## src/rtl/mc68681_pkg.sv

```systemverilog
// mc68681_pkg: shared definitions for the MC68681 DUART bus master.
//   - state_e       : bus-cycle FSM states
//   - register map  : DUART register address constants (A3..A0)
//   - cnt_width()   : counter width derived from the largest cycle count
package mc68681_pkg;

  typedef enum logic [2:0] {
    ST_IDLE,
    ST_SETUP,
    ST_STROBE,
    ST_HOLD,
    ST_RECOVER
  } state_e;

  // DUART register map
  localparam logic [3:0] MR_A      = 4'd0;
  localparam logic [3:0] SR_CSR_A  = 4'd1;
  localparam logic [3:0] CR_A      = 4'd2;
  localparam logic [3:0] RB_TB_A   = 4'd3;
  localparam logic [3:0] IPCR_ACR  = 4'd4;
  localparam logic [3:0] ISR_IMR   = 4'd5;
  localparam logic [3:0] CTUR      = 4'd6;
  localparam logic [3:0] CTLR      = 4'd7;
  localparam logic [3:0] MR_B      = 4'd8;
  localparam logic [3:0] SR_CSR_B  = 4'd9;
  localparam logic [3:0] CR_B      = 4'd10;
  localparam logic [3:0] RB_TB_B   = 4'd11;
  localparam logic [3:0] IVR       = 4'd12;
  localparam logic [3:0] IP_OPCR   = 4'd13;
  localparam logic [3:0] START_SET = 4'd14;
  localparam logic [3:0] STOP_CLR  = 4'd15;

  function automatic int max2(input int a, input int b);
    return (a > b) ? a : b;
  endfunction

  // Bits needed to hold values 0..maxv (at least 1).
  function automatic int cnt_width(input int maxv);
    return (maxv < 2) ? 1 : $clog2(maxv + 1);
  endfunction

endpackage

```

## src/rtl/mc68681_sync2.sv

```systemverilog
// mc68681_sync2: two-flop synchroniser for an active-low asynchronous input.
// Both flops reset to 1 (the inactive level of the synchronised signal).
//   clk_i  : sampling clock
//   rst_ni : asynchronous active-low reset
//   d_i    : asynchronous input
//   q_o    : synchronised output (2-cycle latency)
module mc68681_sync2 (
  input  logic clk_i,
  input  logic rst_ni,
  input  logic d_i,
  output logic q_o
);

  logic s1_q, s2_q;

  always_ff @(posedge clk_i or negedge rst_ni) begin
    if (!rst_ni) begin
      s1_q <= 1'b1;
      s2_q <= 1'b1;
    end else begin
      s1_q <= d_i;
      s2_q <= s1_q;
    end
  end

  assign q_o = s2_q;

endmodule

```

## src/rtl/mc68681_bus_master.sv

```systemverilog
// mc68681_bus_master: host-side bus initiator for the MC68681 DUART.
// Turns one valid/ready request into a register cycle with programmable
// setup / strobe / hold / recovery, returns a one-cycle response strobe,
// and synchronises _INT into an active-high irq.
//
// Host side : req_valid/req_ready/req_rw/req_addr/req_wdata,
//             rsp_valid/rsp_rdata/rsp_err
// Bus side  : A0..A3, R_W, _CS, DATA_OUT, DATA_OE, DATA_IN, _INT
// Misc      : CLK, _RESET (async active low), irq
//
// Optional build macro MC68681_BUS_DTACK_EN: adds the _DTACK input; STROBE
// is then extended until _DTACK is seen low, capped at DTACK_TIMEOUT extra
// cycles, with rsp_err flagging a timeout. Without it rsp_err is always 0.
module mc68681_bus_master #(
  parameter int SETUP_CYC     = 1,
  parameter int STROBE_CYC    = 2,
  parameter int HOLD_CYC      = 1,
  parameter int RECOVERY_CYC  = 2,
  parameter int DTACK_TIMEOUT = 255
) (
  input  logic       CLK,
  input  logic       _RESET,
  input  logic       req_valid,
  output logic       req_ready,
  input  logic       req_rw,
  input  logic [3:0] req_addr,
  input  logic [7:0] req_wdata,
  output logic       rsp_valid,
  output logic [7:0] rsp_rdata,
  output logic       rsp_err,
  output logic       A0,
  output logic       A1,
  output logic       A2,
  output logic       A3,
  output logic       R_W,
  output logic       _CS,
  output logic [7:0] DATA_OUT,
  output logic       DATA_OE,
  input  logic [7:0] DATA_IN,
  input  logic       _INT,
`ifdef MC68681_BUS_DTACK_EN
  input  logic       _DTACK,
`endif
  output logic       irq
);

  import mc68681_pkg::*;

  // Counter counts cycles spent in the current state (0-based); the strobe
  // may run for STROBE_CYC + DTACK_TIMEOUT cycles in the extended build.
  localparam int CNT_MAX = max2(max2(SETUP_CYC - 1, HOLD_CYC - 1),
                                max2(RECOVERY_CYC - 1, STROBE_CYC - 1 + DTACK_TIMEOUT));
  localparam int CNT_W   = cnt_width(CNT_MAX);

  localparam logic [CNT_W-1:0] SETUP_LAST = CNT_W'(SETUP_CYC - 1);
  localparam logic [CNT_W-1:0] STB_LAST   = CNT_W'(STROBE_CYC - 1);
  localparam logic [CNT_W-1:0] HOLD_LAST  = CNT_W'(HOLD_CYC - 1);
  localparam logic [CNT_W-1:0] RECOV_LAST = CNT_W'(RECOVERY_CYC - 1);

  state_e           state_q, state_d;
  logic [CNT_W-1:0] cnt_q, cnt_d;
  logic [3:0]       addr_q, addr_d;
  logic             rw_q, rw_d;
  logic [7:0]       dout_q, dout_d;
  logic             oe_q, oe_d;
  logic             cs_n_q, cs_n_d;
  logic             rdy_q, rdy_d;
  logic             vld_q, vld_d;
  logic             err_q, err_d;
  logic [7:0]       rdata_q, rdata_d;
  logic             tmo_q, tmo_d;     // last strobe ended by timeout
  logic             strobe_done, strobe_tmo;
  logic             int_n_s;

  // ---------------------------------------------------------------------
  // Strobe termination
  // ---------------------------------------------------------------------
`ifdef MC68681_BUS_DTACK_EN
  localparam logic [CNT_W-1:0] STB_MAX = CNT_W'(STROBE_CYC - 1 + DTACK_TIMEOUT);
  logic dtack_n_s;

  mc68681_sync2 u_sync_dtack (
    .clk_i  (CLK),
    .rst_ni (_RESET),
    .d_i    (_DTACK),
    .q_o    (dtack_n_s)
  );

  // Minimum width first, then wait for DTACK or the cap. Ending at the cap
  // while DTACK is still high is the timeout case.
  assign strobe_done = (cnt_q >= STB_LAST) && (!dtack_n_s || (cnt_q == STB_MAX));
  assign strobe_tmo  = dtack_n_s;
`else
  assign strobe_done = (cnt_q == STB_LAST);
  assign strobe_tmo  = 1'b0;
`endif

  // ---------------------------------------------------------------------
  // FSM next-state and registered-output next values
  // ---------------------------------------------------------------------
  always_comb begin
    state_d = state_q;
    cnt_d   = cnt_q + 1'b1;
    addr_d  = addr_q;
    rw_d    = rw_q;
    dout_d  = dout_q;
    oe_d    = oe_q;
    rdata_d = rdata_q;
    tmo_d   = tmo_q;
    vld_d   = 1'b0;
    err_d   = 1'b0;

    case (state_q)
      ST_IDLE: begin
        cnt_d = '0;
        if (req_valid) begin
          state_d = ST_SETUP;
          addr_d  = req_addr;
          rw_d    = req_rw;
          oe_d    = ~req_rw;
          tmo_d   = 1'b0;
          if (!req_rw) dout_d = req_wdata;
        end
      end
      ST_SETUP: begin
        if (cnt_q == SETUP_LAST) begin
          state_d = ST_STROBE;
          cnt_d   = '0;
        end
      end
      ST_STROBE: begin
        if (strobe_done) begin
          state_d = ST_HOLD;
          cnt_d   = '0;
          tmo_d   = strobe_tmo;
          if (rw_q) rdata_d = DATA_IN;
        end
      end
      ST_HOLD: begin
        if (cnt_q == HOLD_LAST) begin
          state_d = ST_RECOVER;
          cnt_d   = '0;
          oe_d    = 1'b0;
          rw_d    = 1'b1;
          vld_d   = 1'b1;
          err_d   = tmo_q;
        end
      end
      ST_RECOVER: begin
        if (cnt_q == RECOV_LAST) begin
          state_d = ST_IDLE;
          cnt_d   = '0;
        end
      end
      default: begin
        state_d = ST_IDLE;
        cnt_d   = '0;
      end
    endcase

    // Chip select and ready follow the state being entered so they are
    // registered yet aligned with the state.
    cs_n_d = (state_d != ST_STROBE);
    rdy_d  = (state_d == ST_IDLE);
  end

  // ---------------------------------------------------------------------
  // State and output registers
  // ---------------------------------------------------------------------
  always_ff @(posedge CLK or negedge _RESET) begin
    if (!_RESET) begin
      state_q <= ST_IDLE;
      cnt_q   <= '0;
      addr_q  <= 4'h0;
      rw_q    <= 1'b1;
      dout_q  <= 8'h00;
      oe_q    <= 1'b0;
      cs_n_q  <= 1'b1;
      rdy_q   <= 1'b1;
      vld_q   <= 1'b0;
      err_q   <= 1'b0;
      rdata_q <= 8'h00;
      tmo_q   <= 1'b0;
    end else begin
      state_q <= state_d;
      cnt_q   <= cnt_d;
      addr_q  <= addr_d;
      rw_q    <= rw_d;
      dout_q  <= dout_d;
      oe_q    <= oe_d;
      cs_n_q  <= cs_n_d;
      rdy_q   <= rdy_d;
      vld_q   <= vld_d;
      err_q   <= err_d;
      rdata_q <= rdata_d;
      tmo_q   <= tmo_d;
    end
  end

  // ---------------------------------------------------------------------
  // Interrupt synchroniser (independent of the FSM)
  // ---------------------------------------------------------------------
  mc68681_sync2 u_sync_int (
    .clk_i  (CLK),
    .rst_ni (_RESET),
    .d_i    (_INT),
    .q_o    (int_n_s)
  );

  assign irq       = ~int_n_s;
  assign req_ready = rdy_q;
  assign rsp_valid = vld_q;
  assign rsp_rdata = rdata_q;
  assign rsp_err   = err_q;
  assign A0        = addr_q[0];
  assign A1        = addr_q[1];
  assign A2        = addr_q[2];
  assign A3        = addr_q[3];
  assign R_W       = rw_q;
  assign _CS       = cs_n_q;
  assign DATA_OUT  = dout_q;
  assign DATA_OE   = oe_q;

endmodule

```

## config.mk

```make
export PLATFORM = sky130hd
export DESIGN_NAME = mc68681_bus_master
export DESIGN_NICKNAME = d
export VERILOG_FILES = /design/src/rtl/mc68681_pkg.sv /design/src/rtl/mc68681_sync2.sv /design/src/rtl/mc68681_bus_master.sv
export SDC_FILE = /design/constraint.sdc
export NUM_CORES = 1
export LEC_CHECK = 0
export ABC_AREA = 1
export CAP_MARGIN = 5
export CORE_MARGIN = 10
export CORE_UTILIZATION = 50
export DETAILED_ROUTE_END_ITERATION = 8
export GPL_ROUTABILITY_DRIVEN = 0
export PLACE_DENSITY = 0.8
export SKIP_CTS_REPAIR_TIMING = 1
export SLEW_MARGIN = 5
export SYNTH_ARGS = -nofsm -noshare
export SYNTH_HDL_FRONTEND = slang
export SYNTH_SLANG_ARGS = --single-unit
```

## constraint.sdc

```tcl
create_clock -name CLK -period 2.1 [get_ports CLK]
set_input_delay 0.315 -clock CLK [delete_from_list [all_inputs] [get_ports CLK]]
set_output_delay 0.315 -clock CLK [all_outputs]
set_load 0.03 [all_outputs]
```

Word-level counts from Yosys, hierarchy flattened
Index checks and enable logic that the tools add are counted.
{"block": "totals", "register_bits": 41, "input_bits": 25, "output_inout_bits": 27}
{"block": "op_classes", "addsub": 1, "eq_ne": 9, "muxes": 22, "bitwise_logic": 2, "n_reduce_logical": 12}
{"op": "$mux 9", "n": 2}
{"op": "$pmux 9 s2", "n": 1}
{"op": "$mux 3", "n": 5}
{"op": "$pmux 3 s5", "n": 1}
{"op": "$reduce_and 3->1", "n": 4}
{"op": "$mux 1", "n": 10}
{"op": "$add 9x1->9 const B", "n": 1}
{"op": "$eq 9x1->1 const B", "n": 1}
{"op": "$logic_not 9->1", "n": 1}
{"op": "$eq 3x2->1 const B", "n": 2}
{"op": "$logic_not 3->1", "n": 2}
{"op": "$ne 2x2->1 const B", "n": 3}
{"op": "$pmux 1 s2", "n": 3}
{"op": "$reduce_bool 2->1", "n": 2}
{"op": "$reduce_or 2->1", "n": 2}
{"op": "$eq 3x1->1 const B", "n": 1}
{"op": "$eq 3x3->1 const B", "n": 1}
{"op": "$ne 3x2->1 const B", "n": 1}
{"op": "$not 1->1", "n": 2}
{"op": "$reduce_and 2->1", "n": 1}

Longest topological paths before layout
{"block": "logic_depth", "ltp_word": 4, "mapped_depth": 10, "depth_no_buf": 10}

Modules after synthesis
Synthesis repeated with hierarchy kept, for this count alone.
{"block": "unflattened", "cells_unflattened": 174, "hier_area_um2": 1785.5}
{"mod": "mc68681_bus_master", "instances": 1, "cells_each": 172, "area_per_inst_um2": 1732.9}
{"mod": "mc68681_sync2", "instances": 1, "cells_each": 2, "area_per_inst_um2": 52.6}

Worst setup path after synthesis
Ideal clock, no wire load.
{"block": "synth_path", "path_kind": "register to register", "start": "reg cnt_q[0]", "end": "reg oe_q (netlist: DATA_OE)", "arrival_ns": 1.202, "required_time_ns": 1.975, "slack_ns": 0.773, "path_stages_with_launch": 10, "cell_sequence": "dfrtp_1 > inv_1 > ha_1 > inv_1 > nor2_1 > nand2_1 > nor2_2 > nand4_1 > nand3_1 > nand2_1"}
{"block": "synth_via", "elab_chain_cells": 3}
{"item": "from (decl)", "line": "mc68681_bus_master.sv:61", "source": "logic [CNT_W-1:0] cnt_q, cnt_d;"}
{"item": "from (signal assigned)", "line": "mc68681_bus_master.sv:186", "source": "cnt_q <= cnt_d;"}
{"item": "$logic_not 9->1", "line": "mc68681_bus_master.sv:140", "source": "if (cnt_q == HOLD_LAST) begin"}
{"item": "$ne 2x2->1 (no line)"}
{"item": "$reduce_and 3->1 (no line)"}
{"item": "to (signal assigned)", "line": "mc68681_bus_master.sv:177", "source": "oe_q <= 1'b0;"}
{"item": "to (signal assigned)", "line": "mc68681_bus_master.sv:190", "source": "oe_q <= oe_d;"}
{"item": "to (decl)", "line": "mc68681_bus_master.sv:65", "source": "logic oe_q, oe_d;"}
Every way passes these cells.
A chain may end at the register's enable or synchronous reset.

Final worst setup path
{"block": "layout_path", "start": "reg rdy_q (netlist: req_ready)", "end": "out req_ready"}
{"item": "from (decl)", "line": "mc68681_bus_master.sv:67", "source": "logic rdy_q, rdy_d;"}
{"item": "from (signal assigned)", "line": "mc68681_bus_master.sv:192", "source": "rdy_q <= rdy_d;"}
{"item": "to (decl)", "line": "mc68681_bus_master.sv:24", "source": "output logic req_ready,"}
No word-level cell between the ends.

==> metrics.txt <==
Worst VDD drop between 0.9 and 1 mV; ranking of synthesized cells by area dfrtp_1 49%, nand2_1 8.2%, mux2_2 7.8%; total CTS buffers 5; Worst Hold Class input port to flop; Die Wd between 70 and 80 µm; Final WS setup roughly 240 ps; Total Power around 0.0037 W; Warnings, synthesis 0; clock skew between 10 and 15 ps; net count after synthesis 208; Worst Path Buf+Inv 1; pre-CTS worst setup slack around 450 ps; detailed placer's ending HPWL a little over 3000 µm; Final ANT Viol Nets 0; Synth Instances 180; pwr/cell area 1530 nW/µm²; # IOs 52; Initial Util 0.517; Initial DRC Count 85; DRT Wirelength 3950 µm; port bufs 50; H-tree depth 2; post-synth top area share 0.489; fraction of layout cells with a size suffix above 1 0.167; critical path endpoint category output pin; post-synthesis sequential area ratio 0.564; WP data required around 1800 ps; Syn Std Cell Area approximately 1700 µm²; synth unique cells 27; largest net degree at the start of global routing 27; post-route clock period utilization 0.887; Worst-path clk slew between 100 and 150 ps; outcome finished clean; row count 21; DR vias/cell 4.90; Worst-Margin Slew around 570 ps; first-pass GRT wire length approximately 6400 µm; routed length per instance roughly 14 µm; Sink Count 39; critical path class flop to output pin; Final Net Count 266; post-layout util 0.717; Final Setup Violations 0; initial antenna violation count 0; total core area ~3400 µm²; leakage approximately 1.1 nW; Remaining DRCs 0; min Tclk post-route between 1500 and 2000 ps; total negative slack 0 ps; CP max-delay cell clkdlybuf4s50_1; Clock Tree Buf Depth 2; cell breakdown of the critical path clkdlybuf4s50_1; die height 79 µm; vias in the first global route between 1000 and 1500; CP max FO 1; worst rel slew slack 0.619; CP top delay family buffers and inverters; WP data arrival 1550 ps; Max Fclk approximately 0.54 GHz; die area around 6200 µm²; placed cells roughly 280; leading area contributor after synthesis dfrtp_1; startpoint types flop; antenna fix cells 0; MaxCap Viol Count 0; via count around 1400; total gr overflow 0; Hold Vio Cnt, Final 0; RSZ-0062 raised after global routing false; 1st-pass router iterations 4; CTS tree done; CP peak stage delay approximately 670 ps; Slew Limit Fails 0; Total GRT Usage 0.129; clk root buf clkbuf_4; Layout area overhead 38.5%; fin cells around 290; Clk Latency, worst-skew pair 350 ps; Synth Register Bits 39; syn_area_per_cell around 9.7 µm²
[sequential cells by signal (all words and copies together), names as in the netlist]
register	count
cnt_q	9
DATA_OUT	8
rsp_rdata	8
addr_q	4
state_q	3
DATA_OE	1
R_W	1
_CS	1
req_ready	1
rsp_valid	1
u_sync_int.q_o	1
u_sync_int.s1_q	1
[routing by layer]
metal	share of wire	vias up	GRT usage	wire (µm)
met5	0	-	0	0
met4	0.024	0	0.0556	95
met1	0.40	659	0.143	1580
met2	0.50	38	0.208	1960
met3	0.078	8	0.0619	309
li1	-	692	-	-
[worst reg2reg max path: stages (launching register included)]
cell and delay (ps):
dfrtp_1 450, inv_1 90, ha_1 170, inv_1 40, nor2_1 70, nand2_1 60
nor2_2 140, nor2_2 80, a21oi_4 250, nor3_1 80
[placed cells by master, fill, tap and decap left out]
cell,instances
a21oi_4,1
a31oi_1,1
conb_1,1
nor2_1,14
bufinv_16,2
buf_4,2
nand3_2,1
buf_2,1
inv_2,3
nand2_2,1
dlygate4sd3_1,1
ha_1,3
nor2_2,5
nor2_4,1
dfrtp_1,34
inv_1,22
dlymetal6s2s_1,1
nor4_1,1
nand4_2,1
nand3b_1,1
nand4_1,2
o21ai_0,1
clkbuf_1,1
nand2_1,38
a21oi_1,2
o31ai_1,1
mux2_2,12
nor3_1,6
nand3_1,20
xor2_1,1
clkdlybuf4s50_1,48
dfstp_2,5
clkbuf_4,5
[final cells by class]
| cell class | instances | area (µm²) |
|---|---|---|
| clock buffers | 6 | 41.3 |
| repair buffers | 53 | 523 |
| fillers | 267 | 952 |
| well taps | 46 | 57.6 |
| flip-flops and latches | 39 | 982 |
| multi-input cells | 114 | 653 |
| inverters | 25 | 93.8 |
| clock inverters | 2 | 60.1 |
[synth_stat cells]
| master | n |
|---|---|
| a21oi_4 | 1 |
| a21oi_1 | 2 |
| ha_1 | 3 |
| mux2_2 | 12 |
| nor4_1 | 1 |
| nand3_1 | 20 |
| clkbuf_1 | 1 |
| nor2_1 | 14 |
| nor3_1 | 6 |
| o21ai_0 | 1 |
| nand2_2 | 1 |
| o31ai_1 | 1 |
| dfrtp_1 | 34 |
| dfstp_2 | 5 |
| nor2_4 | 1 |
| nand4_2 | 1 |
| xor2_1 | 1 |
| nor2_2 | 5 |
| nand3b_1 | 1 |
| nand3_2 | 1 |
| buf_4 | 1 |
| inv_1 | 22 |
| a31oi_1 | 1 |
| nand4_1 | 2 |
| inv_2 | 3 |
| nand2_1 | 38 |
| conb_1 | 1 |
[path summary, 6_finish.rpt]
path                                   end  cells after the start            start  slack (ps)
min reg2reg                 u_sync_int.q_o                      0  u_sync_int.s1_q         360
min                        u_sync_int.s1_q                      1             _INT         350
max in group asynchronous   u_sync_int.q_o                      3           _RESET        1020
max reg2reg                       cnt_q[6]                      9         cnt_q[0]         540
min in group asynchronous        rsp_valid                      2           _RESET         470
max                              req_ready                      1        req_ready         240
[stage by stage]
| stage | hold slack (ps) | area [µm²] |
|---|---|---|
| final | 350 | 2410 |
| after global routing | 329 | 2410 |
| after CTS | -44.1 | 2400 |
| after detailed placement | 345 | 2300 |
| after global placement | 340 | 2300 |
| after floorplan | 19.4 | 1740 |
[cells by family (layout without fill, tap and decap cells)]
family	count (synthesis)	after routing	share of synthesized area
other	1	1	0.00215
AOI/OAI and AO/OA	6	6	0.0259
muxes	12	12	0.0776
xor gates and xnor gates	1	1	0.00503
DFF	39	39	0.564
adders and majority gates	3	3	0.0216
buffers and inverters	27	86	0.0604
and+or+nand+nor	91	91	0.243
[report_power, final]
part / internal (W) / total [W] / switching (W)
combinational: 0.000742 / 0.00180 / 0.00106
sequential: 0.00106 / 0.00126 / 0.000200
clock: 0.000372 / 0.000616 / 0.000244
Power figures use the tool's default switching activity.
==> RTL edit (same flow settings) <==
Take the reset off `addr_q`, `dout_q` and `rdata_q` and load them in a clocked block of their own.
--- a/src/rtl/mc68681_bus_master.sv
+++ b/src/rtl/mc68681_bus_master.sv
@@ -171,30 +171,30 @@
     if (!_RESET) begin
       state_q <= ST_IDLE;
       cnt_q   <= '0;
-      addr_q  <= 4'h0;
       rw_q    <= 1'b1;
-      dout_q  <= 8'h00;
       oe_q    <= 1'b0;
       cs_n_q  <= 1'b1;
       rdy_q   <= 1'b1;
       vld_q   <= 1'b0;
       err_q   <= 1'b0;
-      rdata_q <= 8'h00;
       tmo_q   <= 1'b0;
     end else begin
       state_q <= state_d;
       cnt_q   <= cnt_d;
-      addr_q  <= addr_d;
       rw_q    <= rw_d;
-      dout_q  <= dout_d;
       oe_q    <= oe_d;
       cs_n_q  <= cs_n_d;
       rdy_q   <= rdy_d;
       vld_q   <= vld_d;
       err_q   <= err_d;
-      rdata_q <= rdata_d;
       tmo_q   <= tmo_d;
     end
+  end
+
+  always_ff @(posedge CLK) begin
+    addr_q  <= addr_d;
+    dout_q  <= dout_d;
+    rdata_q <= rdata_d;
   end
 
   // ---------------------------------------------------------------------
Check against the original RTL: not equivalent (Yosys sat finds a counterexample within 4 cycles, from zero or initial values and one cycle with _RESET low).
==> RTL edit against the unedited design <==
- final area shrank 5.4%
- routed wire length down 11%
- worst setup slack got worse by 32 ps
- critical path depth is the same
- total power decreased by 29%
- sequential cell count did not move
- utilization increased by 2.4 points
- sequential power is 15% lower
- count of clock-buffer cells in the layout unchanged
- synthesized area decreased by 7.5%
- highest routed layer unchanged
==> RTL edit: results (changes against the unedited design) <==
synth:
  ys_types: 24  # was 27
  avgSynthCellArea_sq_um: 11.3  # was 9.67 sq um
  synth_common_cells: "inv_1, edfxtp_1, nand2_1, nor2_1, dfrtp_1"  # was nand2_1, dfrtp_1, inv_1, nand3_1, nor2_1
  async_flop_share_pct: 48.7  # was 100%
  synth_fa_ha_area_share_pct: 2.33  # was 2.16%
  synth_seq_area_share_pct: 67.3  # was 56.4%
  synthTopCellsByArea: "edfxtp_1, dfrtp_1, dfstp_2"  # was dfrtp_1, nand2_1, mux2_2
  synth-compound-area-share_pct: 3.42  # was 2.59%
  ys.flop_type: "edfxtp_1"  # was dfrtp_1
  synthMuxAreaShare_pct: 0  # was 7.76%
  synthXorXnorAreaFrac_pct: 2.72  # was 0.503%
cells_and_area:
  nonClockInverterCount: 23  # was 25
  final-clk-cell-share_pct: 4.44  # was 4.20%
  final_layout_size_suffix_gt1_share_pct: 13.3  # was 16.7%
  bufAreaShareNonClock_pct: 22.9  # was 21.7%
  n_fill_cell: 224  # was 267
  multi_input_area_sq_um: 433  # was 653 sq um
  nMultiInputCombCells: 80  # was 114
  nNetsFinal: 230  # was 266
outcome:
  status: "complete, no violations"  # unchanged
global_route:
  grt_pass1_wl_microns: 5890  # was 6430 microns
  use_met3_pct: 5.24  # was 6.19%
  grt_max_degree: 20  # was 27
  gr-usage-all-layers_pct: 12.5  # was 12.9%
  use_met1_pct: 11.8  # was 14.3%
power:
  leakage_nw: 0.963  # was 1.14 nW
  ir_worst_vdd_uv: 602  # was 969 uV
drt:
  wl_met1_microns: 1380  # was 1580 microns
  met2_length_microns: 1870  # was 1960 microns
  wire_per_inst_microns: 14.2  # was 13.9 microns
  dr.first_iter.drc_count: 94  # was 85
  vias: 1158  # was 1397
  drt-vias-per-instance: 4.69  # was 4.90
place:
  place_area_sq_um: 2180  # was 2300 sq um
  hpwl_microns: 2930  # was 3070 microns
  dp.cells: 239  # was 276
  post-place-ws_ps: 574  # was 446 ps
clock_network:
  clk_path_buf_depth: 2  # unchanged
sta:
  finalClockSkew_ps: 12.6  # was 14.8 ps
  holdWs_ps: 288  # was 350 ps
setup_path:
  cp_max_fo: 3  # was 1
  arrival_ps: 1580  # was 1550 ps
  reg2reg_to: "DATA_OE"  # was cnt_q[6]
die:
  n_tap_cell: 44  # was 46
-- RTL edit: cell count changes after synthesis, sizes merged, moves of 2 or more --
cell / unedited run / this run
xnor2: 0 / 2
inv: 25 / 23
o21ai: 1 / 3
xor2: 1 / 3
edfxtp: 0 / 20
a21oi: 3 / 5
nand3: 21 / 13
mux2: 12 / 0
nand2: 39 / 21
nor3: 6 / 2
dfrtp: 34 / 14
nor2: 20 / 23
-- RTL edit: worst max path at each step --
stage,end,from,depth (start not counted),slack [ps]
final,R_W,R_W,1,210
after global routing,R_W,R_W,1,140
after CTS,R_W,R_W,1,200
after detailed placement,DATA_OUT[3],req_valid,4,570
after global placement,R_W,R_W,1,590
after floorplan,rsp_rdata[0],cnt_q[1],6,510
-- RTL edit: report_power, final --
part	internal (mW)	total (mW)	switching, mW
Clock	0.372	0.599	0.227
Combinational	0.360	0.950	0.590
Sequential	0.973	1.07	0.0962
